==> config.mk <==
export PLATFORM = sky130hd
export DESIGN_NAME = comparator_bist
export DESIGN_NICKNAME = d
export VERILOG_FILES = /design/src/rtl/comparator_bist_pkg.sv /design/src/rtl/comparator_bist_cmp_golden.sv /design/src/rtl/comparator_bist.sv
export SDC_FILE = /design/constraint.sdc
export NUM_CORES = 1
export LEC_CHECK = 0
export BUFFER_PORTS_ARGS = -buffer_cell sky130_fd_sc_hd__buf_2
export CAP_MARGIN = 20
export CORE_ASPECT_RATIO = 1.2
export CORE_MARGIN = 2
export CORE_UTILIZATION = 49
export CTS_CLUSTER_SIZE = 40
export DETAILED_ROUTE_END_ITERATION = 6
export GPL_ROUTABILITY_DRIVEN = 0
export PLACE_DENSITY = 0.82
export SLEW_MARGIN = 10
export SYNTH_ARGS = -nofsm -noshare
export SYNTH_HDL_FRONTEND = slang
export SYNTH_SLANG_ARGS = --single-unit
==> constraint.sdc <==
create_clock -name clk -period 1.9 [get_ports clk]
set_input_delay 0.19 -clock clk [delete_from_list [all_inputs] [get_ports clk]]
set_output_delay 0.19 -clock clk [all_outputs]
set_load 0.02 [all_outputs]
==> src/rtl/comparator_bist_pkg.sv <==
// ============================================================================
// Module      : comparator_bist_pkg
// Description : Shared state encoding and sizing helpers for comparator_bist.
// Revision    : 1.0 - initial release
// ============================================================================
`default_nettype none

package comparator_bist_pkg;

    typedef enum logic [1:0] {
        ST_IDLE   = 2'd0,
        ST_SETTLE = 2'd1,
        ST_CHECK  = 2'd2,
        ST_DONE   = 2'd3
    } state_t;

    // Mismatch counter must hold 2^(2W), one more than the largest index.
    function automatic int err_width(input int width);
        return 2 * width + 1;
    endfunction

endpackage

`default_nettype wire

==> src/rtl/comparator_bist_cmp_golden.sv <==
// ============================================================================
// Module      : cmp_golden
// Description : Combinational unsigned golden model producing eg/agb/alb.
// Revision    : 1.0 - initial release
// ============================================================================
`default_nettype none

module cmp_golden #(
    parameter int WIDTH = 4
) (
    input  logic [WIDTH-1:0] i_a,
    input  logic [WIDTH-1:0] i_b,
    output logic             o_eg,
    output logic             o_agb,
    output logic             o_alb
);

    assign o_eg  = (i_a == i_b);
    assign o_agb = (i_a >  i_b);
    assign o_alb = (i_a <  i_b);

endmodule

`default_nettype wire

==> src/rtl/comparator_bist.sv <==
// ============================================================================
// Module      : comparator_bist
// Description : Exhaustive sweep driver and checker for a WIDTH-bit comparator.
// Revision    : 1.0 - initial release
// ============================================================================
`default_nettype none

module comparator_bist
    import comparator_bist_pkg::*;
#(
    parameter int WIDTH  = 4,
    parameter int SETTLE = 1
) (
    input  logic                       clk,
    input  logic                       rst,
    input  logic                       start,
    output logic [WIDTH-1:0]           a_o,
    output logic [WIDTH-1:0]           b_o,
    input  logic                       eg_i,
    input  logic                       agb_i,
    input  logic                       alb_i,
    output logic                       busy,
    output logic                       done,
    output logic                       pass,
    output logic [2*WIDTH:0]           err_count,
    output logic [WIDTH-1:0]           fail_a,
    output logic [WIDTH-1:0]           fail_b
);

    localparam int c_IDXW = 2 * WIDTH;
    localparam int c_ERRW = err_width(WIDTH);
    localparam int c_WCW  = (SETTLE > 1) ? $clog2(SETTLE) : 1;
    localparam logic [c_WCW-1:0] c_SETTLE_LAST = c_WCW'(SETTLE - 1);

    state_t              r_state;
    state_t              w_state_nxt;
    logic [c_IDXW-1:0]   r_idx;
    logic [c_WCW-1:0]    r_wait;
    logic [c_ERRW-1:0]   r_err;
    logic [WIDTH-1:0]    r_fail_a;
    logic [WIDTH-1:0]    r_fail_b;
    logic                r_first_seen;

    logic                w_eg;
    logic                w_agb;
    logic                w_alb;
    logic                w_mismatch;
    logic                w_settle_last;
    logic                w_idx_last;
    logic                w_accept;

    cmp_golden #(
        .WIDTH (WIDTH)
    ) u_golden (
        .i_a   (r_idx[c_IDXW-1:WIDTH]),
        .i_b   (r_idx[WIDTH-1:0]),
        .o_eg  (w_eg),
        .o_agb (w_agb),
        .o_alb (w_alb)
    );

    // Any disagreement counts, including multi-high and all-low patterns.
    assign w_mismatch    = ({eg_i, agb_i, alb_i} != {w_eg, w_agb, w_alb});
    assign w_settle_last = (r_wait == c_SETTLE_LAST);
    assign w_idx_last    = (r_idx == {c_IDXW{1'b1}});
    assign w_accept      = start && ((r_state == ST_IDLE) || (r_state == ST_DONE));

    always_ff @(posedge clk or posedge rst) begin
        if (rst) begin
            r_state <= ST_IDLE;
        end else begin
            r_state <= w_state_nxt;
        end
    end

    always_comb begin
        w_state_nxt = r_state;
        case (r_state)
            ST_IDLE, ST_DONE: begin
                if (start) begin
                    w_state_nxt = ST_SETTLE;
                end
            end
            ST_SETTLE: begin
                if (w_settle_last) begin
                    w_state_nxt = ST_CHECK;
                end
            end
            ST_CHECK: begin
                w_state_nxt = w_idx_last ? ST_DONE : ST_SETTLE;
            end
            default: w_state_nxt = ST_IDLE;
        endcase
    end

    always_ff @(posedge clk or posedge rst) begin
        if (rst) begin
            r_idx        <= '0;
            r_wait       <= '0;
            r_err        <= '0;
            r_fail_a     <= '0;
            r_fail_b     <= '0;
            r_first_seen <= 1'b0;
        end else if (w_accept) begin
            r_idx        <= '0;
            r_wait       <= '0;
            r_err        <= '0;
            r_fail_a     <= '0;
            r_fail_b     <= '0;
            r_first_seen <= 1'b0;
        end else if (r_state == ST_SETTLE) begin
            if (!w_settle_last) begin
                r_wait <= r_wait + 1'b1;
            end
        end else if (r_state == ST_CHECK) begin
            if (w_mismatch) begin
                r_err <= r_err + 1'b1;
                if (!r_first_seen) begin
                    r_first_seen <= 1'b1;
                    r_fail_a     <= r_idx[c_IDXW-1:WIDTH];
                    r_fail_b     <= r_idx[WIDTH-1:0];
                end
            end
            // Operands freeze on the final vector so DONE shows all-ones.
            if (!w_idx_last) begin
                r_idx  <= r_idx + 1'b1;
                r_wait <= '0;
            end
        end
    end

    assign a_o       = r_idx[c_IDXW-1:WIDTH];
    assign b_o       = r_idx[WIDTH-1:0];
    assign busy      = (r_state == ST_SETTLE) || (r_state == ST_CHECK);
    assign done      = (r_state == ST_DONE);
    assign pass      = done && (r_err == '0);
    assign err_count = r_err;
    assign fail_a    = r_fail_a;
    assign fail_b    = r_fail_b;

endmodule

`default_nettype wire

==> results of run 1 <==
==> flip-flops by register name, summed over array words and instances (netlist names) <==
register and flops:
err_count 9, fail_b 4, r_state 2, fail_a 4, r_first_seen 1, r_idx 8
==> stage by stage <==
stage / TNS [ns] / area (µm²)
floorplan: -0.2806 / 1702
global placement: -0.4150 / 2059
detailed placement: -0.6938 / 2059
CTS: -1.389 / 2197
global route: -2.770 / 2394
finish: -1.177 / 2394
==> layout make-up <==
type	instances	area, µm²
Clock buffer	3	41.29
Clock inverter	1	30.03
Fill cell	226	915.9
Inverter	14	52.55
Multi-Input combinational cell	122	1126
Sequential cell	28	710.7
Tap cell	37	46.29
Timing Repair Buffer	59	386.6
==> cells in the mapped netlist, drive strengths merged (3+ instances only) <==
library cell / n / area share [%]
nand3: 4 / 1.2
a31oi: 4 / 2.4
nand4: 3 / 1.1
a21oi: 9 / 2.7
buf: 3 / 1.3
o21ai: 20 / 6.0
o211ai: 3 / 1.4
a32o: 9 / 5.4
nand3b: 3 / 2.1
o31ai: 9 / 4.1
dfrtp: 28 / 42
clkbuf: 4 / 0.90
ha: 11 / 8.3
inv: 14 / 3.2
nand2: 11 / 2.5
nor2: 9 / 2.2
==> routing by layer <==
metal / GRT usage (%) / part of all wire, %
met5: 0 / 0
met2: 41.67 / 53
met3: 4.348 / 3.6
met1: 30.01 / 41
met4: 10.76 / 1.8
==> path summary, 6_finish.rpt <==
check	from	end	slack, ns	cells past startpoint
setup / recovery	r_idx[0]	err_count[3]	-0.09	7
hold / removal	start	r_state[0]	0.22	2
setup reg to reg	r_idx[0]	err_count[3]	-0.09	7
hold reg to reg	fail_a[1]	fail_a[1]	0.50	1
max in group asynchronous	rst	r_idx[4]	1.08	4
min in group asynchronous	rst	err_count[1]	0.53	4
==> cell families after synthesis <==
family / after synthesis
buf+inv: 21
mux: 2
fa+ha+maj: 11
xor+xnor: 1
flops: 28
compound gates: 63
simple gates: 45
==> worst reg2reg max path: cells and delay by family (launching register included) <==
kind	cells	cell delay (ns)
adder cells (fa/ha/maj)	1	0.27
flip-flops	1	0.44
multiplexers	1	0.22
AO/OA/AOI/OAI	2	0.32
AND/OR/NAND/NOR	3	0.65
==> power breakdown <==
group | total [mW] | leakage (nW) | switching [mW] | internal [mW]
combinational | 2.24 | 0.680 | 1.29 | 0.950
sequential | 0.799 | 0.367 | 0.0917 | 0.707
clock | 0.483 | 0.0357 | 0.200 | 0.283
==> repair_timing <==
item	CTS	global route
setup endpoints to repair	19	25
pin swaps	5	17
hold endpoints to repair	28	0
setup buffers	1	2
hold buffers	1	0
gates resized for setup	7	44
==> PnR_summary.wiki, run 1 <==
{| class="wikitable"
! Metric !! Value
|-
| Filler-free cell count of the finished design || 264
|-
| Headroom to the max-slew limit || 58.59%
|-
| Critical Setup Path Class || flip-flop to flip-flop
|-
| Async set or reset register ratio after synthesis || between 90% and 100%
|-
| Unrepaired setup endpoints after global routing || yes
|-
| Clock transition time at the flip-flop clock pins of the worst setup and hold paths || 0.10 ns
|-
| Number of placement rows || 23
|-
| XOR/XNOR Fraction of Synth Area || less than 1%
|-
| Final critical-path required period || 1.994 ns
|-
| Count of input and output buffers || 33
|-
| Top_reg_cell synth || sky130_fd_sc_hd__dfrtp_1
|-
| Ant. Diodes || 0
|-
| Maximum number of pins on one net before global-route repair || 29
|-
| Critical path's largest stage delay || 0.44 ns
|-
| Violation count after the first detailed-route iteration || 67
|-
| Half-perimeter wire length after detailed placement || 3.051 mm
|-
| Number of primary I/O pins || 34
|-
| Worst ir drop on vdd || 0.9925 mV
|-
| Place WS || -0.07395 ns
|-
| Post-layout net count || 245
|-
| Violated checks || setup timing
|-
| Clock Skew || ~0.0050 ns
|-
| Yosys warning total || 0
|-
| CTS tree || built
|-
| Die W || about 57 µm
|-
| Leading cell types in the layout, fill and taps excluded || sky130_fd_sc_hd__buf_2, sky130_fd_sc_hd__buf_4, sky130_fd_sc_hd__dfrtp_1
|-
| Crit start category || flip-flop
|-
| Overall fraction of global-route tracks in use || 24.27%
|-
| Synthesized netlist net count || 188
|-
| Post-synthesis sequential area ratio || ~42%
|-
| Number of global-route vias before repair || around 1600
|-
| Via total after detailed routing || 1628
|-
| Total detailed-routing wirelength || ~4.7 mm
|-
| Die area || 0.003889 mm²
|-
| Fraction of final layout cells sized beyond drive strength 1 || 49.34%
|-
| Compound-cell area share of the yosys netlist || 26.33%
|-
| Root buf cell || sky130_fd_sc_hd__clkbuf_8
|-
| WL per Instance || 17.86 µm
|-
| Arrival time worst endpoint || 2.18 ns
|-
| Initial Utilization || 50.40%
|-
| Max Buffers Root-to-Sink || 2
|-
| Worst hold path type || primary input to flip-flop
|-
| Number of antenna violations at the first check in global routing || 0
|-
| Cts bufs inserted || 3
|-
| Cell class contributing the biggest share of worst-path delay || simple AND/OR/NAND/NOR gates
|-
| Fin. Hold Viols || 0
|-
| Power density normalized to cell area || 1471 mW/mm²
|-
| Maximum fanout encountered on the critical timing path || 7
|-
| CTS HTree Levels || 1
|-
| Via/cell ratio || about 6.2
|-
| Height of the die || 67.91 µm
|-
| Number of nets with antenna violations after routing || 0
|-
| PnR Total Power || 3.522 mW
|-
| Adder and majority cell fraction of the synthesized area || 8.252%
|-
| Flop and latch count out of synthesis || 28
|-
| Area of the core || 0.003309 mm²
|-
| Final setup violation count || 17
|-
| Synth-to-Final Area Change || 43.51%
|-
| Most frequent standard cell in the layout excluding fill and tap cells || sky130_fd_sc_hd__buf_2
|-
| Result of the run || finished with violations
|-
| Max-cap violations || 0
|-
| Number of detailed-route iterations in the first pass || 4
|-
| Part of the cycle the worst path needs || 105.0%
|-
| Final Max Slew Viols || 0
|-
| Worst EP required || 2.09 ns
|-
| Number of synthesized flops with an enable pin || 0
|-
| CP max-delay cell || sky130_fd_sc_hd__dfrtp_2
|-
| CP Cell Sequence || ha_4 > and4_4 > mux2i_2 > a31oi_2 > and2_4 > nand3b_4 > o311ai_2
|-
| Post-route worst setup slack || -0.09427 ns
|-
| Worst-margin pin slew || roughly 0.62 ns
|-
| Post-detailed-route DRC marker count || 0
|-
| Final standard cell utilization of the core || 72.33%
|-
| Number of buffers and inverters on the critical path || 0
|-
| Post-synthesis instance total || 171
|-
| Combinational family with the most area after synthesis || compound AO/OA/AOI/OAI gates
|-
| Area of the mapped netlist || 0.001668 mm²
|-
| Portion of netlist area occupied by mux cells || 1.200%
|-
| Congestion Overflow GR || 0
|-
| Count of distinct cell types in the synthesized netlist || 43
|-
| Max Freq || about 0.5 GHz
|-
| Cells after DPL || 257
|-
| Leakage power figure || 1.082 nW
|-
| Crit end category || flip-flop
|-
| Clk_lat worst skew || 0.28 ns
|-
| Global-route wire length before repair || 7.362 mm
|-
| Share of synthesized cell area in and, or, nand and nor gates || about 16%
|-
| Hold slack || 0.2161 ns
|-
| Post-synthesis area per instance || 9.754 µm²
|-
| Number of clock sinks || 28
|}
No activity file was read; power rests on OpenSTA's default activity.
==> run 2, diff against run 1 <==
- CORE_UTILIZATION: 49 -> 50
- PLACE_DENSITY: 0.82 -> 0.81
- clock period: 1.9 -> 2.21 ns (I/O delays scaled with it)
==> run 2 against run 1 <==
  * The run now ends clean
  * Final cell count shrank 4.9%
  * Design area shrank 16%
  * Sequential share of layout area grew 5.1 points
  * Core utilization shrank 7.4 points
  * Worst setup slack gained 0.19 ns
  * Flip-flop and latch count is the same
  * Routed wire length shrank 12%
  * Fmax shrank 5.5%
  * Via count shrank 2.9%
  * Critical path type unchanged
  * Highest routed layer unchanged
==> PnR_summary.wiki, run 2 (synthesis results as in run 1) <==
{| class="wikitable"
! Metric !! Value
|-
| Global-route wire length before repair || 7.141 mm (-3.0%)
|-
| Fin. Hold Viols || 0 (unchanged)
|-
| Final Max Slew Viols || 0 (unchanged)
|-
| Worst ir drop on vdd || 0.8710 mV (-12%)
|-
| Clk_lat worst skew || 0.34 ns (+0.06 ns)
|-
| Number of detailed-route iterations in the first pass || 4 (unchanged)
|-
| GR met1 Demand/Resource || 27.37% (-2.6 points)
|-
| Area of the multi-input gates || 894.6 µm² (-21%)
|-
| Die area || 0.003816 mm² (-1.9%)
|-
| Share of total power in combinational logic || 57.1% (-6.5 points)
|-
| Unrepaired setup endpoints after global routing || no
|-
| Hold slack || 0.1888 ns (-0.02724 ns)
|-
| Total area of sequential cells || 701.9 µm² (-1.2%)
|-
| Via total after detailed routing || 1580 (-2.9%)
|-
| Headroom to the max-slew limit || 59.92% (+1.3 points)
|-
| M2 GR Usage || 43.60% (+1.9 points)
|-
| Part of the cycle the worst path needs || 95.45% (-9.5 points)
|-
| Setup fix buffers added after clock tree synthesis || 0 (-1)
|-
| Share of power burned in registers || 28.6% (+5.9 points)
|-
| Maximum fanout encountered on the critical timing path || 12 (+5)
|-
| Clock transition time at the flip-flop clock pins of the worst setup and hold paths || 0.16 ns (+0.06 ns)
|-
| Number of primary I/O pins || 34 (unchanged)
|-
| Ant. Diodes || 0 (unchanged)
|-
| Number of flip-flops under the largest register name || 9 (unchanged)
|-
| Fraction of final layout cells sized beyond drive strength 1 || 28.37% (-21 points)
|-
| Number of clock sinks || 28 (unchanged)
|-
| Internal Power || 1.325 mW (-32%)
|-
| Worst hold path type || primary input to flip-flop
|-
| Overall fraction of global-route tracks in use || 23.95% (-0.32 points)
|-
| Clock Skew || 0.007865 ns (+0.002908 ns)
|-
| Leakage power figure || 0.9829 nW (-9.2%)
|-
| Synth-to-Final Area Change || 21.08%
|-
| Via/cell ratio || 6.295 (+2.1%)
|-
| Global routing usage on met3 || 2.682% (-1.7 points)
|-
| PnR Total Power || 2.433 mW (-31%)
|-
| Switching component of the power || 1.108 mW (-30%)
|-
| Number of antenna violations at the first check in global routing || 0 (unchanged)
|-
| Height of the die || 67.27 µm (-0.94%)
|-
| Final setup violation count || 0 (-17)
|-
| Worst reg2reg startpoint || r_idx[0]
|-
| Power density normalized to cell area || 1205 mW/mm² (-18%)
|-
| Total detailed-routing wirelength || 4.132 mm (-12%)
|-
| Root buf cell || sky130_fd_sc_hd__clkbuf_4
|-
| CTS tree || built
|-
| Post-detailed-route DRC marker count || 0 (unchanged)
|-
| Area of the core || 0.003110 mm² (-6.0%)
|-
| Most frequent standard cell in the layout excluding fill and tap cells || sky130_fd_sc_hd__buf_2
|-
| Number of filler cells placed in the layout || 279 (+23%)
|-
| Leading cell types in the layout, fill and taps excluded || sky130_fd_sc_hd__buf_2, sky130_fd_sc_hd__dfrtp_1, sky130_fd_sc_hd__o21ai_0
|-
| Cts bufs inserted || 3 (unchanged)
|-
| Violation count after the first detailed-route iteration || 66 (-1.5%)
|-
| WL per Instance || 16.46 µm (-7.8%)
|-
| Worst reg2reg path depth || 7 (unchanged)
|-
| DP Area || 0.001939 mm² (-5.8%)
|-
| Initial Utilization || 53.62% (+3.2 points)
|-
| Setup slack of the most critical reg-to-reg path || 0.10 ns (+0.19 ns)
|-
| Critical Setup Path Class || flip-flop to flip-flop
|-
| Max Freq || 0.4741 GHz (-5.5%)
|-
| Worst EP required || 2.46 ns (+0.37 ns)
|-
| Half-perimeter wire length after detailed placement || 3.030 mm (-0.69%)
|-
| Filler-free cell count of the finished design || 251 (-4.9%)
|-
| Max Buffers Root-to-Sink || 2 (unchanged)
|-
| Reg2reg end || err_count[3]
|-
| Number of nets with antenna violations after routing || 0 (unchanged)
|-
| Result of the run || completed
|-
| Congestion Overflow GR || 0 (unchanged)
|-
| Maximum number of pins on one net before global-route repair || 29 (unchanged)
|-
| Crit start category || flip-flop
|-
| Clock power share || 14.3% (+0.6 points)
|-
| Crit end category || flip-flop
|-
| Post-layout net count || 233 (-4.9%)
|-
| Number of global-route vias before repair || 1616 (-0.80%)
|-
| Cells after DPL || 246 (-4.3%)
|-
| Count of input and output buffers || 33 (unchanged)
|-
| Net switching share of the total power || 45.54% (+0.61 points)
|-
| Start point of the critical path || r_idx[0]
|-
| Final critical-path required period || 2.109 ns (+0.1152 ns)
|-
| Arrival time worst endpoint || 2.36 ns (+0.18 ns)
|-
| Most used routing layer || met2
|-
| Number of placement rows || 22 (-4.3%)
|-
| Layout Cell Area excl Fill || 0.002019 mm² (-16%)
|-
| CTS HTree Levels || 1 (unchanged)
|-
| Die W || 56.73 µm (-0.93%)
|-
| Worst Setup EP || err_count[3]
|-
| Total negative setup slack || 0 ns (+1.177 ns)
|-
| Worst-margin pin slew || 0.5990 ns (-0.01991 ns)
|-
| Max-cap violations || 0 (unchanged)
|}
run 2: cell types whose count changed in the layout (fill, tap and decap cells not counted), sizes merged:
cell	previous run	this run
buf	58	46
run 2: worst min-delay path by stage:
stage / from / to / slack, ns / cells past startpoint
global placement: rst / fail_a[0] / 0.30 / 3
detailed placement: rst / fail_a[0] / 0.30 / 3
finish: start / r_state[0] / 0.19 / 2
CTS: start / r_state[0] / 0.20 / 2
floorplan: rst / err_count[0] / 0.29 / 1
global route: start / r_state[0] / 0.23 / 2
run 2: final cells by class:
type	count	share of cell area (%)
Clock buffer	3	1.115
Clock inverter	1	1.487
Inverter	14	2.602
Multi-Input combinational cell	122	44.30
Sequential cell	28	34.76
Tap cell	36	2.230
Timing Repair Buffer	47	13.51
run 2: per-stage QoR:
step | worst slack, ns | util [%]
after CTS | 0.0007061 | 64.36
after global routing | 0.004321 | 64.92
after global placement | 0.1336 | 62.35
final | 0.1005 | 64.92
after floorplan | 0.08960 | -
after detailed placement | 0.06699 | 62.35
run 2: power groups by stage:
| stage | registers [mW] | clock network [mW] | logic [mW] |
|---|---|---|---|
| 4_1_cts | 0.694 | 0.348 | 1.34 |
| 6_report | 0.697 | 0.348 | 1.39 |
| 3_5_place_dp | 0.702 | 0 | 1.33 |
| 2_1_floorplan | 0.782 | 0 | 0.877 |
| 5_1_grt | 0.710 | 0.364 | 1.52 |
| 3_3_place_gp | 0.695 | 0 | 1.29 |
run 2: repair_timing:
item | CTS | global route
endpoints found under the hold margin | 28 | 0
gates resized for setup | 0 | 4
setup endpoints to repair | 0 | 14
hold buffers | 1 | 0
run 2: routing by layer:
metal,share of wire (%),vias up
met5,0,-
met4,2.9,0
met3,4.9,16
met2,52,55
met1,40,777
li1,-,732
run 2: worst max-delay path, cell delays in order (launching register included):
cell and delay, ns:
sky130_fd_sc_hd__dfrtp_1 0.48, sky130_fd_sc_hd__ha_1 0.31, sky130_fd_sc_hd__and4_4 0.22, sky130_fd_sc_hd__mux2i_1 0.22, sky130_fd_sc_hd__a31oi_2 0.07, sky130_fd_sc_hd__and2_4 0.23, sky130_fd_sc_hd__nand3b_4 0.20, sky130_fd_sc_hd__o311ai_1 0.28
